[config.mk]
export PLATFORM = sky130hd
export DESIGN_NAME = fetch_stage_flat
export DESIGN_NICKNAME = d
export VERILOG_FILES = /design/src/rtl/cpu_pkg.sv /design/src/rtl/fetch_stage_if.sv /design/src/rtl/if_id_reg.sv /design/src/rtl/fetch_stage.sv /design/src/flat_wrapper.sv
export SDC_FILE = /design/constraint.sdc
export NUM_CORES = 1
export LEC_CHECK = 0
export BUFFER_PORTS_ARGS = -buffer_cell sky130_fd_sc_hd__clkbuf_2
export CAP_MARGIN = 0
export CORE_ASPECT_RATIO = 0.8
export CORE_UTILIZATION = 40
export CTS_CLUSTER_DIAMETER = 150
export DETAILED_ROUTE_END_ITERATION = 8
export PLACE_DENSITY_LB_ADDON = 0.3
export REMOVE_ABC_BUFFERS = 1
export SYNTH_ARGS = -nofsm -noshare
export SYNTH_HDL_FRONTEND = slang
export SYNTH_SLANG_ARGS = --single-unit
[constraint.sdc]
create_clock -name clock -period 1.2 [get_ports clock]
set_input_delay 0.24 -clock clock [delete_from_list [all_inputs] [get_ports clock]]
set_output_delay 0.24 -clock clock [all_outputs]
set_load 0.02 [all_outputs]
[src/rtl/cpu_pkg.sv]
// Shared types and constants for the 3-bit-opcode, 4-bit-register pipelined core.
package cpu_pkg;

    localparam int OPCODE_W   = 3;
    localparam int REG_ADDR_W = 4;

    localparam logic [OPCODE_W-1:0] OP_JR = 3'b111;

    // Bubble encoding; also decodes as opcode 3'b000.
    localparam logic [15:0] NOP_INSTR = 16'h0000;

    typedef enum logic [0:0] {
        BOOT = 1'b0,
        RUN  = 1'b1
    } fetch_state_t;

endpackage

[src/rtl/fetch_stage_if.sv]
// Instruction-memory request/ready handshake between the fetch stage and imem.
interface fetch_stage_if #(
    parameter int PC_W    = 8,
    parameter int INSTR_W = 16
);
    logic               req;
    logic [PC_W-1:0]    addr;
    logic               ready;
    logic [INSTR_W-1:0] rdata;

    modport master (output req, output addr, input ready, input rdata);
    modport slave  (input req, input addr, output ready, output rdata);
endinterface

[src/rtl/if_id_reg.sv]
// IF/ID pipeline register: flush to bubble, hold on stall, load on accept,
// and a registered opcode that reads 3'b000 whenever the stage holds a bubble.
module if_id_reg
    import cpu_pkg::*;
#(
    parameter int INSTR_W = 16,
    parameter int PC_W    = 8
) (
    input  logic                clock,
    input  logic                reset,
    input  logic                flush,
    input  logic                hold,
    input  logic                load,
    input  logic [INSTR_W-1:0]  instr_in,
    input  logic [PC_W-1:0]     pc_in,
    output logic                valid,
    output logic [INSTR_W-1:0]  instr,
    output logic [PC_W-1:0]     pc,
    output logic [OPCODE_W-1:0] opcode
);

    logic                valid_s;
    logic [INSTR_W-1:0]  instr_s;
    logic [PC_W-1:0]     pc_s;
    logic [OPCODE_W-1:0] opcode_s;

    // Next-value selection: flush beats hold beats load.
    always_comb begin
        valid_s  = valid;
        instr_s  = instr;
        pc_s     = pc;
        opcode_s = opcode;
        if (flush) begin
            valid_s  = 1'b0;
            instr_s  = INSTR_W'(NOP_INSTR);
            pc_s     = '0;
            opcode_s = 3'b000;
        end else if (hold) begin
            valid_s  = valid;
            instr_s  = instr;
            pc_s     = pc;
            opcode_s = opcode;
        end else if (load) begin
            valid_s  = 1'b1;
            instr_s  = instr_in;
            pc_s     = pc_in;
            opcode_s = instr_in[INSTR_W-1 -: OPCODE_W];
        end else begin
            valid_s  = valid;
            instr_s  = instr;
            pc_s     = pc;
            opcode_s = opcode;
        end
    end

    // IF/ID state register.
    always_ff @(posedge clock) begin
        if (reset) begin
            valid  <= 1'b0;
            instr  <= INSTR_W'(NOP_INSTR);
            pc     <= '0;
            opcode <= 3'b000;
        end else begin
            valid  <= valid_s;
            instr  <= instr_s;
            pc     <= pc_s;
            opcode <= opcode_s;
        end
    end

endmodule

[src/rtl/fetch_stage.sv]
// Fetch stage: PC, BOOT/RUN sequencing, imem handshake and the IF/ID register.
// Optional stall/bubble performance counters under `FETCH_PERF_CNT_EN.
module fetch_stage
    import cpu_pkg::*;
#(
    parameter int               INSTR_W  = 16,
    parameter int               PC_W     = 8,
    parameter logic [PC_W-1:0]  RESET_PC = '0
) (
    input  logic                 clock,
    input  logic                 reset,
    input  logic                 stall,
    input  logic                 redirect_valid,
    input  logic [PC_W-1:0]      redirect_pc,
    fetch_stage_if.master        imem,
    output logic                 if_id_valid,
    output logic [INSTR_W-1:0]   if_id_instr,
    output logic [PC_W-1:0]      if_id_pc,
`ifdef FETCH_PERF_CNT_EN
    output logic [15:0]          perf_stall_cnt,
    output logic [15:0]          perf_bubble_cnt,
`endif
    output logic [OPCODE_W-1:0]  id_opcode
);

    fetch_state_t    state_r;
    fetch_state_t    state_s;
    logic [PC_W-1:0] pc_r;
    logic [PC_W-1:0] pc_s;
    logic            run_s;
    logic            accept_s;
    logic            flush_s;
    logic            hold_s;

    // FSM state register.
    always_ff @(posedge clock) begin
        if (reset) begin
            state_r <= BOOT;
        end else begin
            state_r <= state_s;
        end
    end

    // FSM next state and stage control decode.
    always_comb begin
        state_s  = state_r;
        run_s    = 1'b0;
        case (state_r)
            BOOT:    begin state_s = RUN; run_s = 1'b0; end
            RUN:     begin state_s = RUN; run_s = 1'b1; end
            default: begin state_s = BOOT; run_s = 1'b0; end
        endcase
        accept_s = run_s & imem.ready & ~stall & ~redirect_valid;
        hold_s   = run_s & stall & ~redirect_valid;
        // BOOT, redirect and memory wait states all load a bubble.
        flush_s  = ~run_s | redirect_valid | (~stall & ~accept_s);
    end

    assign imem.req  = run_s;
    assign imem.addr = pc_r;

    // Next PC: redirect wins, stall freezes, accept advances with wrap.
    always_comb begin
        pc_s = pc_r;
        if (run_s && redirect_valid) begin
            pc_s = redirect_pc;
        end else if (accept_s) begin
            pc_s = pc_r + PC_W'(1);
        end else begin
            pc_s = pc_r;
        end
    end

    // PC register.
    always_ff @(posedge clock) begin
        if (reset) begin
            pc_r <= RESET_PC;
        end else begin
            pc_r <= pc_s;
        end
    end

    if_id_reg #(
        .INSTR_W (INSTR_W),
        .PC_W    (PC_W)
    ) u_if_id_reg (
        .clock    (clock),
        .reset    (reset),
        .flush    (flush_s),
        .hold     (hold_s),
        .load     (accept_s),
        .instr_in (imem.rdata),
        .pc_in    (pc_r),
        .valid    (if_id_valid),
        .instr    (if_id_instr),
        .pc       (if_id_pc),
        .opcode   (id_opcode)
    );

`ifdef FETCH_PERF_CNT_EN
    // Saturating counters of effective stall cycles and bubble loads in RUN.
    always_ff @(posedge clock) begin
        if (reset) begin
            perf_stall_cnt  <= 16'h0000;
            perf_bubble_cnt <= 16'h0000;
        end else begin
            if (hold_s && (perf_stall_cnt != 16'hFFFF)) begin
                perf_stall_cnt <= perf_stall_cnt + 16'h0001;
            end else begin
                perf_stall_cnt <= perf_stall_cnt;
            end
            if (run_s && flush_s && (perf_bubble_cnt != 16'hFFFF)) begin
                perf_bubble_cnt <= perf_bubble_cnt + 16'h0001;
            end else begin
                perf_bubble_cnt <= perf_bubble_cnt;
            end
        end
    end
`endif

endmodule

[src/flat_wrapper.sv]
// flat-port wrapper written by rule: the top's interface ports become plain ports
module fetch_stage_flat import cpu_pkg::*;
#(
    parameter int               INSTR_W  = 16,
    parameter int               PC_W     = 8,
    parameter logic [PC_W-1:0]  RESET_PC = '0
)
  (clock, reset, stall, redirect_valid, redirect_pc, if_id_valid, if_id_instr, if_id_pc, id_opcode, imem_req, imem_addr, imem_ready, imem_rdata);
  fetch_stage_if #(.PC_W(PC_W), .INSTR_W(INSTR_W)) imem_i ();
  input  logic clock;
  input  logic reset;
  input  logic stall;
  input  logic redirect_valid;
  input  logic [PC_W-1:0] redirect_pc;
  output logic if_id_valid;
  output logic [INSTR_W-1:0] if_id_instr;
  output logic [PC_W-1:0] if_id_pc;
  output logic [OPCODE_W-1:0] id_opcode;
  output wire logic [$bits(imem_i.req)-1:0] imem_req;
  output wire logic [$bits(imem_i.addr)-1:0] imem_addr;
  input wire logic [$bits(imem_i.ready)-1:0] imem_ready;
  input wire logic [$bits(imem_i.rdata)-1:0] imem_rdata;
  assign imem_req = imem_i.req;
  assign imem_addr = imem_i.addr;
  assign imem_i.ready = imem_ready;
  assign imem_i.rdata = imem_rdata;
  fetch_stage #(.INSTR_W(INSTR_W), .PC_W(PC_W), .RESET_PC(RESET_PC)) u_core (.clock(clock), .reset(reset), .stall(stall), .redirect_valid(redirect_valid), .redirect_pc(redirect_pc), .imem(imem_i), .if_id_valid(if_id_valid), .if_id_instr(if_id_instr), .if_id_pc(if_id_pc), .id_opcode(id_opcode));
endmodule
==> metrics <==
synth unique cells=24; cell-internal power=1.72 mW; Clock Latency Late Sink=approximately 270 ps; antenna violations before repair=0; Layout Nets=~270; pre-CTS WS=-126 ps; Rows=18; min-delay src=imem_rdata[1]; die area=between 3000 and 4000 um2; endpoints failing setup=2; H-tree depth=2; post-route DRC violation count=0; die width=roughly 68 um; sequential power share=about 53%; Post-synth EDFFs=0; Clock Path Buffers=2; CTS buffer count=5; sequential cell area fraction in the yosys report=49.4%; status=finished, violations left; Initial DRC Count=24; port bufs=65; switch share=22.7%; GP Congestion=0.753; worst-path cell chain=nand4bb_4, nor4_4, xnor2_1, a21oi_1; Min-Delay Path Class=in -> reg; I/O Pins=66; cells after synthesis=162; Initial Util=43.4%; Leakage Power=0.852 nW; fillers=290; chip height=54.5 um; Syn Area/Cell=8.50 um2; Post-CTS Setup Repair Bufs=0; Most used DFF post-synth=dfxtp_1; RR Startpoint=u_core.state_r$_DFF_P_; Combinational Power Share=11.8%; Post-Place Cells=approximately 280; CP arrival=1380 ps; CP bufs+invs=0; ys async rst share=0%; TritonCTS clock tree=built; area grow syn2layout=43.8%; WHS=187 ps; Startpoint Class=register; Final Cycle Share=102%; PD cells=~1100 nW/um2; family with the most delay on the worst path=simple AND/OR/NAND/NOR gates; Crit Path Class=reg -> reg; largest net degree at the start of global routing=26; endpoints failing hold=0; minimum clock period=1220 ps; CP max stage delay=between 300 and 400 ps; Core Util, Final=62.4%; Final HPWL DP=between 2000 and 2500 um; CTS Hold Buffers Added=0; Slew Limit Fails=0; critical path data required time=1360 ps; CP Max Fanout=5; Setup TNS Final=-21.8 ps; Setup WS post-layout=-20.2 ps; fin cells=281; core box area=approximately 3200 um2; Antenna Cells=0; GRT overflow=0; clk_skew=6.63 ps; failing checks=negative setup slack; share of cells above drive strength 1=44.0%; final WL=3090 um; DR vias/cell=4.63; maximum vdd drop=roughly 0.74 mV; Net Switching=507 uW; Non-Filler Cell Area, Final=1980 um2; Avg WL per Cell=11.0 um; drt pass-1 iters=4; Critical Path Start=u_core.state_r$_DFF_P_; Final Power=2.23 mW; vias post-DR=1,301; Crit-path slowest cell=dfxtp_4; Clock transition at path regs=70 ps; clock network power share=35.7%; ANT nets after route=0; RSZ-0062 raised after global routing=yes; max cap viols=0; gr usage total=18.5%; root buf cell=clkbuf_8; clock sink count=34; FF+latch count, synth=34; crit path capture type=register; slew margin rel.=83.3%; Worst-Margin Slew=around 250 ps; first-pass GRT wire length=4910 um; FMAX=820 MHz; synthesized area=1380 um2; dpl cell area=1870 um2; vias in the first global route=between 1,000 and 1,500; YS warnings=0
tightest hold or removal path: cells and delay by family:
family	cells	cell delay, ps
compound gates	1	50
simple gates	1	40
buf+inv	1	80
synth_stat cells, drive strengths merged, types with 2 or more instances:
cell type | instances | area [um2]
nand3 | 2 | 10.0
nand4 | 2 | 12.5
o21ai | 6 | 30.0
xnor2 | 5 | 43.8
nand2 | 51 | 191
nor3 | 2 | 26.3
nor2 | 5 | 18.8
dfxtp | 34 | 681
a211oi | 2 | 25.0
clkbuf | 2 | 7.51
xor2 | 2 | 17.5
inv | 3 | 11.3
a21oi | 30 | 150
buf | 10 | 71.3
final timing paths:
path                                                            endpoint  slack [ps]  cells past startpoint
worst min register to register  u_core.u_if_id_reg.instr[8]$_SDFFE_PP0P_         450                      2
worst min-delay path            u_core.u_if_id_reg.instr[1]$_SDFFE_PP0P_         190                      3
worst max-delay path                    u_core.imem.addr[7]$_SDFFE_PP0P_         -20                      4
worst max register to register          u_core.imem.addr[7]$_SDFFE_PP0P_         -20                      4
cells in the final DEF (no fill, tap or decap), types with 2 or more instances in the layout:
cell / n
clkbuf_2: 65
nand2_1: 51
a21oi_1: 30
dfxtp_1: 28
buf_4: 16
clkbuf_8: 6
xnor2_1: 5
nor2_1: 5
o21ai_0: 5
dfxtp_2: 5
inv_1: 3
buf_12: 3
a211oi_2: 2
nand4_1: 2
xor2_1: 2
power by group through the flow:
| stage | clock (mW) | combinational (mW) | sequential (mW) |
|---|---|---|---|
| 6_report | 0.796 | 0.263 | 1.17 |
| 5_1_grt | 0.882 | 0.290 | 1.18 |
| 4_1_cts | 0.824 | 0.266 | 1.17 |
| 3_5_place_dp | 0 | 0.261 | 1.19 |
| 3_3_place_gp | 0 | 0.260 | 1.19 |
| 2_1_floorplan | 0 | 0.0738 | 1.23 |
state kept, by name (all words and copies together), names as in the netlist:
signal                     cells
u_core.u_if_id_reg.instr      15
u_core.imem.addr               8
u_core.u_if_id_reg.pc          8
u_core.state_r                 1
u_core.u_if_id_reg.opcode      1
u_core.u_if_id_reg.valid       1
kinds of logic after synthesis:
| group | after synthesis | share of synthesized area [%] |
|---|---|---|
| buf+inv | 15 | 6.54 |
| flops | 34 | 49.4 |
| compound gates | 39 | 15.5 |
| simple gates | 66 | 23.2 |
| fa+ha+maj | 1 | 0.908 |
| xor+xnor | 7 | 4.45 |
layout make-up:
| class | count | area (um2) | area share [%] |
|---|---|---|---|
| Sequential cell | 34 | 691 | 34.9 |
| Multi-Input combinational cell | 113 | 629 | 31.8 |
| Timing Repair Buffer | 85 | 517 | 26.1 |
| Clock buffer | 6 | 82.6 | 4.17 |
| Tap cell | 40 | 50.0 | 2.53 |
| Inverter | 3 | 11.3 | 0.569 |
per-layer routing:
| metal | wire length, um | track usage (%) |
|---|---|---|
| met1 | 1450 | 23.1 |
| met2 | 1510 | 30.2 |
| met3 | 104 | 4.38 |
| met4 | 29 | 8.51 |
| met5 | 0 | 0 |
timing repair:
action | 4_1_cts | 5_1_grt
pin swaps | 4 | 1
endpoints found under the setup margin | 33 | 27
cloned | 0 | 0
gates resized for setup | 6 | 5
Power figures use the tool's default switching activity.
